===== src/rtl/uart_rx_drain_ctrl.sv =====
// uart_rx_drain_ctrl: drains the UART RX FIFO in bursts. A burst starts on the threshold flag or after an idle-line timeout.
// Latency: IDLE->FETCH takes 1 cycle; the pop happens in FETCH and the byte is valid from the next cycle. Each byte takes at least 2 cycles.
// Backpressure: a held byte stays stable until m_ready; no further pop happens until the handshake.
//
// Ports:
//   pclk, preset_n           clock, synchronous active-low reset
//   ctrl_en                  receiver enable; low aborts the burst and holds IDLE
//   ctrl_shift_rx            16x oversample tick, drives the idle-line timeout
//   rx_ne/rx_busy/rx_rxf     FIFO not-empty, receiver mid-frame, FIFO threshold
//   rx_ov/rx_pe/rx_fe        FIFO overrun, head-byte parity/frame error
//   rx_data                  FIFO head byte (combinational from read pointer)
//   ctrl_data_rd             FIFO pop strobe, one cycle per byte
//   m_valid/m_ready/m_data/m_err  byte stream out, m_err = {fe,pe}
//   burst_done               one-cycle pulse after a burst ends
//   irq_timeout/ovf_sticky   sticky status flags
//   err_cnt                  saturating count of popped bytes with pe|fe
//   flag_clr                 clears sticky flags and err_cnt

module uart_rx_drain_ctrl #(
  parameter int unsigned MAX_BURST  = 16,
  parameter int unsigned TOUT_TICKS = 640,
  parameter int unsigned TOUT_W     = 10
) (
  input  logic       pclk,
  input  logic       preset_n,
  input  logic       ctrl_en,
  input  logic       ctrl_shift_rx,
  input  logic       rx_ne,
  input  logic       rx_busy,
  input  logic       rx_rxf,
  input  logic       rx_ov,
  input  logic       rx_pe,
  input  logic       rx_fe,
  input  logic [7:0] rx_data,
  output logic       ctrl_data_rd,
  output logic       m_valid,
  input  logic       m_ready,
  output logic [7:0] m_data,
  output logic [1:0] m_err,
  output logic       burst_done,
  output logic       irq_timeout,
  output logic       ovf_sticky,
  output logic [7:0] err_cnt,
  input  logic       flag_clr
);

  typedef enum logic [1:0] {
    S_IDLE  = 2'd0,
    S_FETCH = 2'd1,
    S_HOLD  = 2'd2
  } state_t;

  // Five bits hold the burst count up to 16.
  localparam logic [4:0]        LP_MAX_BURST = 5'(MAX_BURST);
  localparam logic [TOUT_W-1:0] LP_TOUT      = TOUT_W'(TOUT_TICKS);

  state_t            r_state;
  logic [4:0]        r_bcnt;
  logic [TOUT_W-1:0] r_tcnt;
  logic              r_m_valid;
  logic [7:0]        r_m_data;
  logic [1:0]        r_m_err;
  logic              r_burst_done;
  logic              r_irq_timeout;
  logic              r_ovf_sticky;
  logic [7:0]        r_err_cnt;

  logic w_pop;
  logic w_pop_err;
  logic w_tout_hit;
  logic w_start;
  logic w_tcnt_clr;

  // The pop is gated by ctrl_en so that an abort never consumes a byte.
  assign w_pop      = (r_state == S_FETCH) & rx_ne & ctrl_en;
  assign w_pop_err  = w_pop & (rx_pe | rx_fe);
  assign w_tout_hit = (r_tcnt == LP_TOUT);
  assign w_start    = (r_state == S_IDLE) & ctrl_en & rx_ne & (rx_rxf | w_tout_hit);
  assign w_tcnt_clr = ~rx_ne | rx_busy | (r_state != S_IDLE) | ~ctrl_en;

  assign ctrl_data_rd = w_pop;
  assign m_valid      = r_m_valid;
  assign m_data       = r_m_data;
  assign m_err        = r_m_err;
  assign burst_done   = r_burst_done;
  assign irq_timeout  = r_irq_timeout;
  assign ovf_sticky   = r_ovf_sticky;
  assign err_cnt      = r_err_cnt;

  // Drain FSM and its registered stream outputs.
  always_ff @(posedge pclk) begin
    if (!preset_n) begin
      r_state      <= S_IDLE;
      r_bcnt       <= 5'd0;
      r_m_valid    <= 1'b0;
      r_m_data     <= 8'd0;
      r_m_err      <= 2'd0;
      r_burst_done <= 1'b0;
    end else begin
      r_burst_done <= 1'b0;
      if (!ctrl_en) begin
        // Abort: drop any held byte; no burst_done is reported.
        r_state   <= S_IDLE;
        r_m_valid <= 1'b0;
        r_bcnt    <= 5'd0;
      end else begin
        case (r_state)
          S_IDLE: begin
            if (w_start) begin
              r_state <= S_FETCH;
            end
          end
          S_FETCH: begin
            if (rx_ne) begin
              r_m_data  <= rx_data;
              r_m_err   <= {rx_fe, rx_pe};
              r_bcnt    <= r_bcnt + 5'd1;
              r_m_valid <= 1'b1;
              r_state   <= S_HOLD;
            end else begin
              // The FIFO ran dry between bytes, so the burst ends here.
              r_state      <= S_IDLE;
              r_burst_done <= 1'b1;
              r_bcnt       <= 5'd0;
            end
          end
          S_HOLD: begin
            if (m_ready) begin
              r_m_valid <= 1'b0;
              // rx_ne here already reflects the read pointer update from the pop.
              if (rx_ne && (r_bcnt < LP_MAX_BURST)) begin
                r_state <= S_FETCH;
              end else begin
                r_state      <= S_IDLE;
                r_burst_done <= 1'b1;
                r_bcnt       <= 5'd0;
              end
            end
          end
          default: begin
            r_state   <= S_IDLE;
            r_m_valid <= 1'b0;
            r_bcnt    <= 5'd0;
          end
        endcase
      end
    end
  end

  // Idle-line timeout: counts ticks only while IDLE with data waiting and
  // the line quiet. It saturates at the threshold, so tout_hit holds until cleared.
  always_ff @(posedge pclk) begin
    if (!preset_n) begin
      r_tcnt <= '0;
    end else if (w_tcnt_clr) begin
      r_tcnt <= '0;
    end else if (ctrl_shift_rx && !w_tout_hit) begin
      r_tcnt <= r_tcnt + 1'b1;
    end
  end

  // Sticky flags: a set in the same cycle as flag_clr wins.
  always_ff @(posedge pclk) begin
    if (!preset_n) begin
      r_irq_timeout <= 1'b0;
      r_ovf_sticky  <= 1'b0;
    end else begin
      if (w_start && !rx_rxf && w_tout_hit) begin
        r_irq_timeout <= 1'b1;
      end else if (flag_clr) begin
        r_irq_timeout <= 1'b0;
      end

      if (rx_ov && ctrl_en) begin
        r_ovf_sticky <= 1'b1;
      end else if (flag_clr) begin
        r_ovf_sticky <= 1'b0;
      end
    end
  end

  // Error-byte counter, saturating at 255. A counted pop beats a clear.
  always_ff @(posedge pclk) begin
    if (!preset_n) begin
      r_err_cnt <= 8'd0;
    end else if (w_pop_err) begin
      if (r_err_cnt != 8'hFF) begin
        r_err_cnt <= r_err_cnt + 8'd1;
      end
    end else if (flag_clr) begin
      r_err_cnt <= 8'd0;
    end
  end

endmodule


===== config.mk =====
export PLATFORM = sky130hd
export DESIGN_NAME = uart_rx_drain_ctrl
export DESIGN_NICKNAME = d
export VERILOG_FILES = /design/src/rtl/uart_rx_drain_ctrl.sv
export SDC_FILE = /design/constraint.sdc
export NUM_CORES = 1
export LEC_CHECK = 0
export CAP_MARGIN = 20
export CORE_MARGIN = 3
export CORE_UTILIZATION = 35
export CTS_BUF_LIST = sky130_fd_sc_hd__clkbuf_16
export CTS_CLUSTER_DIAMETER = 50
export CTS_CLUSTER_SIZE = 28
export DETAILED_ROUTE_END_ITERATION = 10
export DONT_BUFFER_PORTS = 1
export MAX_ROUTING_LAYER = met4
export PLACE_DENSITY_LB_ADDON = 0.15
export SYNTH_ARGS = -nofsm -noshare
export SYNTH_HDL_FRONTEND = slang
export SYNTH_SLANG_ARGS = --single-unit

===== constraint.sdc =====
create_clock -name pclk -period 4.7 [get_ports pclk]
set_input_delay 0 -clock pclk [delete_from_list [all_inputs] [get_ports pclk]]
set_output_delay 0 -clock pclk [all_outputs]
set_load 0.02 [all_outputs]

==> impl_metrics.json <==
{
  "async_reset_ff_share_pct": 0,
  "r2r_slack_ps": 2770,
  "critPathKind": "reg -> reg",
  "synthMuxAreaShare_pct": 1.06,
  "drtPass1Iterations": 4,
  "fin_tns_setup_ps": 0,
  "r2r_cells": 7,
  "drv_slew": 0,
  "hp-start": "ctrl_shift_rx",
  "yosysMostFrequentCell": "dfxtp_1",
  "wl_per_cell_microns": 13.7,
  "period_share_pct": 41.0,
  "hold_class": "in -> reg",
  "max-clock-path-buffers": 2,
  "worst_pin_slew_ps": 543,
  "synth_top_family_by_area": "simple AND/OR/NAND/NOR gates",
  "synth-compound-area-share_pct": 17.7,
  "layout.cells.non_filler": 320,
  "cp-end-kind": "flop",
  "cts_tree": "done",
  "io_pins": 43,
  "p_clk_share_pct": 45.2,
  "syn2layout_area_growth_pct": 19.7,
  "cp_cell_sequence": "inv_1 > ha_1 > o2111ai_1 > nand2_1 > nand2_1 > dlygate4sd3_1 > nor3_1",
  "gp_congestion": 0.700,
  "cts-buffers-inserted": 5,
  "rsz0062_at_grt": "no",
  "drive_gt1_share_pct": 3.60,
  "cts.clk_slew.worst_paths_ps": 50,
  "avgSynthCellArea_sq_um": 8.18,
  "fmax_mhz": 519,
  "cap_violations": 0,
  "ys_seq_area_share_pct": 41.2,
  "drc": 0,
  "grt_pass1_vias": 1534,
  "globalRouteOverflowTotal": 0,
  "nets": 279,
  "netlist_area_sq_um": 1900,
  "grt_max_degree": 17,
  "power.density_nw_per_um2": 298,
  "ys.flop_type": "dfxtp_1",
  "intPower_mw": 0.538,
  "drt_iter0_markers": 55,
  "ant_nets": 0,
  "crit_required_ps": 4900,
  "root_buffer": "clkbuf_16",
  "leakagePower_nw": 0.792,
  "slew_headroom_pct": 63.5,
  "setup_viol": 0,
  "synthTopCellsByCount": "dfxtp_1 (39), nand2_1 (38), a21oi_1 (24)",
  "p_sw_mw": 0.138,
  "synth_cells": 232,
  "timing.rr.end": "err_cnt[6]",
  "synth_fa_ha_area_share_pct": 5.28,
  "synth_top_area_share_pct": 41.2,
  "dp_cells": 296,
  "rows": 26,
  "cts_sinks": 39,
  "die_area_sq_um": 6340,
  "finalCriticalPeriod_ps": 1930,
  "syn-num-nets": 260,
  "synth_largest_area_cell": "dfxtp_1",
  "antenna_found_initial": 0,
  "status": "completed",
  "synthTopCellsByArea": "dfxtp_1 (41%), nand2_1 (7.5%), a21oi_1 (6.3%)",
  "port_buffers": 0,
  "cp.arrival_ps": 2120,
  "placed_area_sq_um": 1960,
  "hold_depth": 3,
  "timing.rr.start": "r_state[1]",
  "grt_pass1_wl_microns": 7410,
  "start_kind": "flop",
  "synth-simple-area-share_pct": 27.0,
  "core_area_sq_um": 5170,
  "combPwrFrac_pct": 5.2,
  "min_to": "r_tcnt[2]",
  "peakVddDrop_mv": 0.195,
  "viasPerCell": 5.15,
  "synthXorXnorAreaFrac_pct": 4.16,
  "critPathSlowestCell": "dlygate4sd3_1",
  "dp_hpwl_microns": 3040,
  "diodes": 0,
  "vias": 1647,
  "cts-resized-gates": 0,
  "post_cts_buffers": 0,
  "initial_utilization_pct": 36.7,
  "crit_fanout": 5,
  "hold_viol": 0,
  "seqPwrFrac_pct": 49.7,
  "synth_edf_count": 0,
  "total_power_mw": 0.676,
  "finClkSkew_ps": 3.04,
  "p_sw_share_pct": 20.4,
  "ys_warn_count": 0,
  "cpMostUsedCell": "nand2_1",
  "synth-seq-cells": 39,
  "die_w_microns": 79.6,
  "clk-insertion-delay-late_ps": 270,
  "final_area_sq_um": 2270,
  "max_stage_delay_ps": 560,
  "synth.distinct_cells": 41,
  "wl_microns": 4390,
  "track_usage_pct": 15.3,
  "die_h_microns": 79.6,
  "htreeDepth": 2
}
registers in the layout, summed over array words and instances (netlist names):
name / cells
err_cnt: 8
burst_done: 1
ovf_sticky: 1
irq_timeout: 1
r_state: 2
m_data: 8
m_valid: 1
m_err: 2
r_tcnt: 10
r_bcnt: 5
layout make-up:
| type | instances | area [sq um] |
|---|---|---|
| Clock inverter | 1 | 3.75 |
| Multi-Input combinational cell | 175 | 1050 |
| Inverter | 12 | 45.0 |
| Clock buffer | 5 | 125 |
| Timing Repair Buffer | 18 | 180 |
| Tap cell | 70 | 87.6 |
| Fill cell | 531 | 2900 |
| Sequential cell | 39 | 781 |
critical path, delay by kind of cell, from the launching register on:
family / cells / cell delay [ps]
flops: 1 / 330
fa+ha+maj: 1 / 230
compound gates: 1 / 250
simple gates: 3 / 390
buf+inv: 2 / 640
power groups by stage:
stage	Clock, mW	Sequential (mW)	Combinational (mW)
after floorplan	0	0.342	0.0179
after global placement	0	0.343	0.0206
after detailed placement	0	0.343	0.0207
after CTS	0.316	0.335	0.0351
after global routing	0.327	0.335	0.0394
final	0.305	0.335	0.0350
timing repair:
action                                  in CTS  in global routing
hold buffers                                18                  0
endpoints found under the hold margin       24                  0
endpoints found under the setup margin       0                  0
cells by family after synthesis:
logic type                 Yosys count
adders and majority gates            8
and+or+nand+nor                    101
AOI/OAI and AO/OA                   55
xor gates and xnor gates             9
buffers and inverters               18
DFF                                 39
muxes                                2
layout by cell type, fill, tap and decap left out, drive strengths merged, types with 2 or more instances in the layout:
master / count
inv: 13
ha: 8
nand3: 13
a21oi: 24
nor3: 5
o21ai: 13
dlygate4sd3: 18
and4: 3
and2: 5
clkbuf: 5
o31ai: 3
or3: 2
nor4: 2
mux2i: 2
nand2: 38
nor2b: 2
xnor2: 2
nand4: 4
or4: 3
nand2b: 2
a31oi: 2
dfxtp: 39
o21a: 3
xor2: 7
and3: 3
nor2: 15
a311oi: 3
through the flow:
step | utilization [%] | setup WS (ps) | hold slack (ps)
2_1_floorplan | - | 3130 | 136
3_3_place_gp | 37.9 | 2830 | 139
3_5_place_dp | 37.9 | 2830 | 143
4_1_cts | 43.9 | 2730 | 4.29
5_1_grt | 43.9 | 2540 | 25.8
6_report | 43.9 | 2770 | 16.0
per-layer routing:
layer | up-vias | global-route usage [%] | share of wire, % | wire [microns]
met1 | 752 | 19.7 | 47 | 2050
met4 | 0 | 5.15 | 1.2 | 52
met2 | 37 | 23.0 | 47 | 2040
met3 | 5 | 4.40 | 5.5 | 241
met5 | - | - | 0 | 0
li1 | 853 | - | - | -
worst max path at each step:
stage	startpoint	endpoint	slack, ps
after floorplan	err_cnt[0]	err_cnt[4]	3130
after global placement	r_state[1]	err_cnt[4]	2830
after detailed placement	r_state[1]	err_cnt[4]	2830
after CTS	r_state[1]	err_cnt[6]	2730
after global routing	r_state[1]	m_data[4]	2540
final	r_state[1]	err_cnt[6]	2770
Note: power is estimated with default switching activity, not from simulation.
